## config.mk

```make
export PLATFORM = sky130hd
export DESIGN_NAME = uart_tx_arbiter
export DESIGN_NICKNAME = d
export VERILOG_FILES = /design/src/rtl/uart_tx_arbiter.sv
export SDC_FILE = /design/constraint.sdc
export NUM_CORES = 1
export LEC_CHECK = 0
export ABC_AREA = 0
export CAP_MARGIN = 5
export CELL_PAD_IN_SITES_DETAIL_PLACEMENT = 2
export CELL_PAD_IN_SITES_GLOBAL_PLACEMENT = 2
export CORE_MARGIN = 10
export CORE_UTILIZATION = 20
export CTS_CLUSTER_SIZE = 8
export DETAILED_ROUTE_END_ITERATION = 16
export PLACE_DENSITY = 0.87
export SLEW_MARGIN = 25
export SYNTH_ARGS = -nofsm -noshare
export SYNTH_HDL_FRONTEND = slang
export SYNTH_SLANG_ARGS = --single-unit
```

## constraint.sdc

```tcl
create_clock -name clock -period 1.3 [get_ports clock]
set_clock_uncertainty 0.15 [all_clocks]
set_input_delay 0.13 -clock clock [delete_from_list [all_inputs] [get_ports clock]]
set_output_delay 0.13 -clock clock [all_outputs]
set_load 0.005 [all_outputs]
```

## src/rtl/uart_tx_arbiter.sv

```systemverilog
// Two-requester round-robin front end that turns accepted bytes into UART write commands.
// Define UART_ARB_WATCHDOG_EN to build the stuck-transfer watchdog (timeout_err); otherwise it is tied off.
module uart_tx_arbiter #(
    parameter logic [19:0] TIMEOUT_CYCLES = 20'd1000000,
    parameter logic [2:0]  WR_INSTR       = 3'b001
) (
    input  logic        clock,
    input  logic        init_flag,
    input  logic        req0_valid,
    input  logic [7:0]  req0_data,
    output logic        req0_ready,
    input  logic        req1_valid,
    input  logic [7:0]  req1_data,
    output logic        req1_ready,
    input  logic        uart_ready_to_send,
    output logic        uart_enb,
    output logic [2:0]  uart_instruction,
    output logic [31:0] uart_write_value,
    output logic        busy,
    output logic        grant_id,
    output logic        timeout_err
);

    typedef enum logic [1:0] {
        IDLE      = 2'd0,
        ISSUE     = 2'd1,
        WAIT_BUSY = 2'd2,
        WAIT_DONE = 2'd3
    } state_e;

    state_e      state_q, state_d;
    logic [7:0]  hold_q, hold_d;
    logic        last_grant_q, last_grant_d;
    logic        grant_id_q, grant_id_d;
    logic        req0_ready_q, req0_ready_d;
    logic        req1_ready_q, req1_ready_d;
    logic        uart_enb_q, uart_enb_d;
    logic [2:0]  uart_instruction_q, uart_instruction_d;
    logic [31:0] uart_write_value_q, uart_write_value_d;
    logic        busy_q, busy_d;
    logic        winner;
    logic        wd_expired;

`ifdef UART_ARB_WATCHDOG_EN
    logic [19:0] wd_cnt_q, wd_cnt_d;
    logic        timeout_err_q, timeout_err_d;
    logic        in_wait;

    assign in_wait    = (state_q == WAIT_BUSY) || (state_q == WAIT_DONE);
    assign wd_expired = in_wait && (wd_cnt_q == TIMEOUT_CYCLES - 20'd1);

    // Counter restarts as the command is issued and runs for the whole UART handshake.
    always_comb begin
        wd_cnt_d      = wd_cnt_q;
        timeout_err_d = 1'b0;
        if (state_q == ISSUE) begin
            wd_cnt_d = '0;
        end else if (in_wait) begin
            if (wd_expired) begin
                wd_cnt_d      = '0;
                timeout_err_d = 1'b1;
            end else begin
                wd_cnt_d = wd_cnt_q + 20'd1;
            end
        end
    end

    always_ff @(posedge clock or posedge init_flag) begin
        if (init_flag) begin
            wd_cnt_q      <= '0;
            timeout_err_q <= 1'b0;
        end else begin
            wd_cnt_q      <= wd_cnt_d;
            timeout_err_q <= timeout_err_d;
        end
    end

    assign timeout_err = timeout_err_q;
`else
    assign wd_expired  = 1'b0;
    assign timeout_err = 1'b0;
`endif

    always_comb begin
        // NOTE: every _d signal gets a default before the case so no path can infer a latch.
        state_d            = state_q;
        hold_d             = hold_q;
        last_grant_d       = last_grant_q;
        grant_id_d         = grant_id_q;
        req0_ready_d       = 1'b0;
        req1_ready_d       = 1'b0;
        uart_enb_d         = 1'b0;
        uart_instruction_d = 3'b000;
        uart_write_value_d = 32'h0;

        // On a tie the requester that did not win last time goes first.
        winner = (req0_valid && req1_valid) ? ~last_grant_q : req1_valid;

        unique case (state_q)
            IDLE: begin
                if (uart_ready_to_send && (req0_valid || req1_valid)) begin
                    req0_ready_d = ~winner;
                    req1_ready_d = winner;
                    hold_d       = winner ? req1_data : req0_data;
                    last_grant_d = winner;
                    grant_id_d   = winner;
                    state_d      = ISSUE;
                end
            end
            ISSUE: begin
                uart_enb_d         = 1'b1;
                uart_instruction_d = WR_INSTR;
                uart_write_value_d = {24'h000000, hold_q};
                state_d            = WAIT_BUSY;
            end
            WAIT_BUSY: begin
                if (wd_expired) begin
                    state_d = IDLE;
                end else if (!uart_ready_to_send) begin
                    state_d = WAIT_DONE;
                end
            end
            WAIT_DONE: begin
                if (wd_expired || uart_ready_to_send) begin
                    state_d = IDLE;
                end
            end
            default: state_d = IDLE;
        endcase

        busy_d = (state_d != IDLE);
    end

    always_ff @(posedge clock or posedge init_flag) begin
        // NOTE: state registers use non-blocking assignment so every flop samples pre-edge values.
        if (init_flag) begin
            state_q            <= IDLE;
            hold_q             <= 8'h00;
            last_grant_q       <= 1'b1;
            grant_id_q         <= 1'b0;
            req0_ready_q       <= 1'b0;
            req1_ready_q       <= 1'b0;
            uart_enb_q         <= 1'b0;
            uart_instruction_q <= 3'b000;
            uart_write_value_q <= 32'h0;
            busy_q             <= 1'b0;
        end else begin
            state_q            <= state_d;
            hold_q             <= hold_d;
            last_grant_q       <= last_grant_d;
            grant_id_q         <= grant_id_d;
            req0_ready_q       <= req0_ready_d;
            req1_ready_q       <= req1_ready_d;
            uart_enb_q         <= uart_enb_d;
            uart_instruction_q <= uart_instruction_d;
            uart_write_value_q <= uart_write_value_d;
            busy_q             <= busy_d;
        end
    end

    assign req0_ready       = req0_ready_q;
    assign req1_ready       = req1_ready_q;
    assign uart_enb         = uart_enb_q;
    assign uart_instruction = uart_instruction_q;
    assign uart_write_value = uart_write_value_q;
    assign busy             = busy_q;
    assign grant_id         = grant_id_q;

endmodule
```

==> reports/metrics.cfg, run 1 <==
[route]
totalWireLength_um=3790
vias=888
wire_per_inst_um=16.4
drt_iter0_drc=36
drt_first_pass_iters=4
antenna_left=0
drc=0
viasPerCell=3.83

[sta]
setup_viol=18
rsz0062_at_grt=yes
period_share_pct=113
hold_viol=0
fmax_ghz=0.683
worst_slack_ps=-164
period_minus_slack_ps=1460
drv_slew=0

[cells_and_area]
final_area_sq_um=1700
area_growth_pct=43.6
drive_gt1_share_pct=21.9
num-fill-cells=635
final_common_cell=inv_1
antenna_cells=0
nets=182
mostFrequentLayoutCells=28 x inv_1, 27 x conb_1, 23 x dfrtp_1

[critical_path]
cp_max_fo=6
cp.arrival_ps=1450
slowest_stage=dfrtp_1
cpPeakStageDelay_ps=410
crit_chain=nor3b_4, buf_6, and3_4, a222oi_1
crit_path_end_kind=flip-flop
crit_family=flip-flops
cp-start-kind=flip-flop
reg2regPathDepth=4
path_buf_inv=1
r2r_slack_ps=-160
r2r_start=state_q[1]
critPathRequiredTime_ps=1290
r2r-end=hold_q[5]
worstSetupPathType=reg -> reg

[cts]
clk_pin_slew_ps=80
cts_made_buffers=3
root_buffer=clkbuf_8
cts_sinks=24
cts_hold_buf=0
clock_path_buffers=2
h-tree-depth=1
clock_latency_ps=260
cts_tree=yes

[synthesis]
yosysUniqueCellTypes=20
synth_edf_count=0
yosysTopAreaCell=dfrtp_1
syn_avg_cell_area_sq_um=10.4
synth-async-reset-ratio_pct=100
synth.yosys.seq_area_share_pct=50.9
synth.area.top_cells=dfrtp_1 49%, buf_4 18%, inv_1 8.9%
ys_ff_latch=24
synth_area_sq_um=1180
syn_inst=114
synth_flop_cell=dfrtp_1
synth_top_area_share_pct=48.7
yosysWarnings=0

[global_routing]
antenna_found_initial=0
track_usage_pct=7.34
globalRoute.totalOverflow=0
grt_max_degree=25
grt_pass1_wl_um=5680
grt_pass1_vias=1066

[die]
die_area_sq_um=9390
start_util_pct=21.1
ioPinCount=62
die-width_um=96.9
core-area_sq_um=5610
die_h_um=96.9
num_rows=27

[placement]
place.gp.congestion=0.713
place_area_sq_um=1500
dpl.hpwl_um=2550
io_buffers=34

[power]
power_density_nw_per_um2=1550
p_leak_nw=0.944
ir_drop_mv=0.434
total_power_mw=2.63

[status]
status=finished, violations left
failed_checks=negative setup slack

[worst_hold_path]
worstHoldPathType=in -> async

[flow_run]
cap_violations=0

final cells by class:
class                   count  area [sq um]  area share (%)
well taps                  72          90.1            5.31
multi-input cells          60           422            24.8
inverters                  28           105            6.19
repair buffers             44           424            25.0
clock buffers               4          55.1            3.24
flip-flops and latches     24           602            35.4
where the power goes:
| part | internal, mW | leakage (nW) | switching [mW] | total [mW] |
|---|---|---|---|---|
| Combinational | 0.540 | 0.623 | 0.445 | 0.985 |
| Clock | 0.270 | 0.0288 | 0.227 | 0.496 |
| Sequential | 1.01 | 0.292 | 0.136 | 1.15 |
| Total | 1.82 | 0.944 | 0.808 | 2.63 |
cell usage after synthesis, types with 2 or more instances:
library cell / n
a222oi_1: 8
buf_4: 28
and2_1: 8
buf_6: 3
dfrtp_1: 23
o21ai_0: 2
inv_1: 28
nand2_1: 2
sequential cells by signal (all words and copies together) (netlist names):
signal and flops:
uart_instruction 1, uart_write_value 8, busy 1, state_q 2, req0_ready 1, req1_ready 1, last_grant_q 1, grant_id 1
hold_q 8
stage by stage:
stage,worst slack (ps),TNS [ps],hold WS [ps],cells,utilization [%]
floorplan,-48.4,-212,-6.12,140,-
global placement,-308,-3490,308,216,26.7
detailed placement,-434,-4570,321,216,26.7
CTS,-129,-1040,54.7,229,29.4
global route,-224,-3120,78.6,232,30.3
finish,-164,-1990,50.7,232,30.3
cell families after synthesis:
family,share of synthesized area [%]
compound gates,9.10
flops,50.9
buf+inv,29.8
other cells,0.317
simple gates,9.84
worst register-to-register path, delay by kind of cell, from the launching register on:
kind	cells	cell delay [ps]
flip-flops	1	410
AO/OA/AOI/OAI	1	370
AND/OR/NAND/NOR	2	270
buffers and inverters	1	140
per-layer routing:
metal	wire length, um	up-vias	share of wire [%]	GRT usage, %
li1	-	397	-	-
met2	2050	44	54	14.0
met5	0	-	0	0
met1	1450	445	38	7.16
met3	280	2	7.4	2.91
met4	11	0	0.29	1.69
worst max-delay path by stage:
| stage | endpoint | slack [ps] | depth (start not counted) | startpoint |
|---|---|---|---|---|
| after floorplan | hold_q[0] | -50 | 4 | last_grant_q |
| after global placement | hold_q[0] | -310 | 4 | uart_ready_to_send |
| after detailed placement | hold_q[1] | -430 | 4 | uart_ready_to_send |
| after CTS | hold_q[1] | -130 | 3 | last_grant_q |
| after global routing | hold_q[5] | -220 | 4 | state_q[1] |
| final | hold_q[5] | -160 | 4 | state_q[1] |
timing repair:
| action | CTS | global route |
|---|---|---|
| gates cloned | 3 | 1 |
| pin swaps | 12 | 11 |
| endpoints found under the setup margin | 25 | 21 |
| buffers inserted | 6 | 3 |
| resized for setup | 29 | 13 |
Power figures use the tool's default switching activity.
==> run 2: changes to the inputs <==
CORE_ASPECT_RATIO = 1.25   (was unset)
SKIP_CTS_REPAIR_TIMING = 1   (was unset)
==> run 2 against run 1 <==
Net effect:
- the flow still finishes with violations (negative setup slack)
- clock-buffer cell count is 1 lower
- utilization decreased by 0.40 points
- final area increased by 1.7%
- maximum frequency down 3.1%
- global-route usage down 1.1 points
- final cell count decreased by 3.4%
- largest cell class unchanged
- highest routed layer unchanged
==> reports/metrics.cfg, run 2 (synthesized netlist as in run 1, its figures left out) <==
[route]
totalWireLength_um=3660
antenna_left=0
vias=882
drt_iter0_drc=43
drc=0
drt_first_pass_iters=4
viasPerCell=3.94
wire_per_inst_um=16.3

[critical_path]
cp.arrival_ps=1500
cp_max_fo=6
cp-start-kind=flip-flop
r2r_slack_ps=-210
crit_path_end_kind=flip-flop
startpoint=state_q[0]
critPathRequiredTime_ps=1290
worstSetupPathType=reg -> reg
r2r_start=state_q[0]

[sta]
drv_slew=0
period_minus_slack_ps=1510
hold_viol=0
fmax_ghz=0.662
period_share_pct=116
whs_ps=254
worst_slack_ps=-211
tns_ps=-1360
rsz0062_at_grt=yes
setup_viol=20

[status]
failed_checks=negative setup slack
status=finished, violations left

[worst_hold_path]
worstHoldPathType=in -> reg
hold_start=req1_valid

[cts]
h-tree-depth=1
cts_made_buffers=3
root_buffer=clkbuf_8
cts_sinks=24
clk_pin_slew_ps=90
cts_tree=yes
clock_latency_ps=270
clock_path_buffers=2

[die]
die-width_um=88.8
die_h_um=106
start_util_pct=20.5
die_area_sq_um=9410
ioPinCount=62
num_rows=31
core-area_sq_um=5780

[placement]
io_buffers=34
dpl.hpwl_um=2500
dp_cells=212
place.gp.congestion=0.701

[cells_and_area]
final_util_pct=29.9
area_growth_pct=46.0
nets=180
antenna_cells=0
drive_gt1_share_pct=16.5
final_common_cell=inv_1
mostFrequentLayoutCells=28 x inv_1, 27 x conb_1, 22 x dfrtp_1
num-fill-cells=639
instances_no_fill=224

[power]
p_leak_nw=1.11
power_density_nw_per_um2=1570
ir_drop_mv=0.615
combPwrFrac_pct=32.9
swShare_pct=29.1
total_power_mw=2.72
power_frac_clock_pct=24.6
seqPwrFrac_pct=42.5
switchingPower_mw=0.790
power.internal_mw=1.93

[global_routing]
globalRoute.totalOverflow=0
track_usage_pct=6.24
grt_pass1_wl_um=4670
grt_pass1_vias=947
grt_max_degree=20
antenna_found_initial=0

[flow_run]
cap_violations=0

## run 2: changes by cell type in the layout (fill, tap and decap cells not counted), sizes merged
cell / previous run / this run
clkdlybuf4s50: 17 / 18
and2b: 2 / 1
dlygate4sd2: 16 / 0
dlygate4sd3: 0 / 1
clkbuf: 4 / 3
bufinv: 0 / 1
buf: 11 / 8
dlymetal6s2s: 0 / 16
## run 2: layout make-up
class | count | area [sq um] | area share, %
clock inverter | 1 | 30.0 | 1.74
inverter | 28 | 105 | 6.09
sequential | 24 | 603 | 34.9
timing repair buffer | 43 | 470 | 27.2
tap | 66 | 82.6 | 4.78
multi-input combinational | 59 | 394 | 22.8
clock buffer | 3 | 41.3 | 2.39
## run 2: worst paths after layout
| path | end | cells after the start |
|---|---|---|
| max in group asynchronous | hold_q[6] | 4 |
| min reg2reg | last_grant_q | 2 |
| min in group asynchronous | uart_write_value[0] | 3 |
| max reg2reg | hold_q[5] | 4 |
| max | hold_q[5] | 4 |
| min | req1_ready | 2 |
## run 2: layer usage
metal	vias up	part of all wire [%]	global-route usage [%]
li1	392	-	-
met1	433	40	7.08
met2	53	51	10.5
met3	4	8.0	2.14
met4	0	1.3	2.08
met5	-	0	0
## run 2: through the flow
step	area [sq um]	setup WS, ps
2_1_floorplan	1290	-48.4
4_1_cts	1580	-244
3_3_place_gp	1510	-278
6_report	1730	-211
5_1_grt	1730	-238
3_5_place_dp	1510	-397
## run 2: power groups by stage
stage	combinational [mW]	clock (mW)	sequential, mW
after floorplan	0.427	0	1.14
after global placement	0.742	0	1.13
after detailed placement	0.779	0	1.15
after CTS	0.793	0.679	1.14
after global routing	0.994	0.710	1.18
final	0.893	0.668	1.15
## run 2: critical path, cell delays in order (launching register included)
cell and delay [ps]:
dfrtp_2 420, nor3b_4 60, buf_6 140, and3_4 200
a222oi_1 420
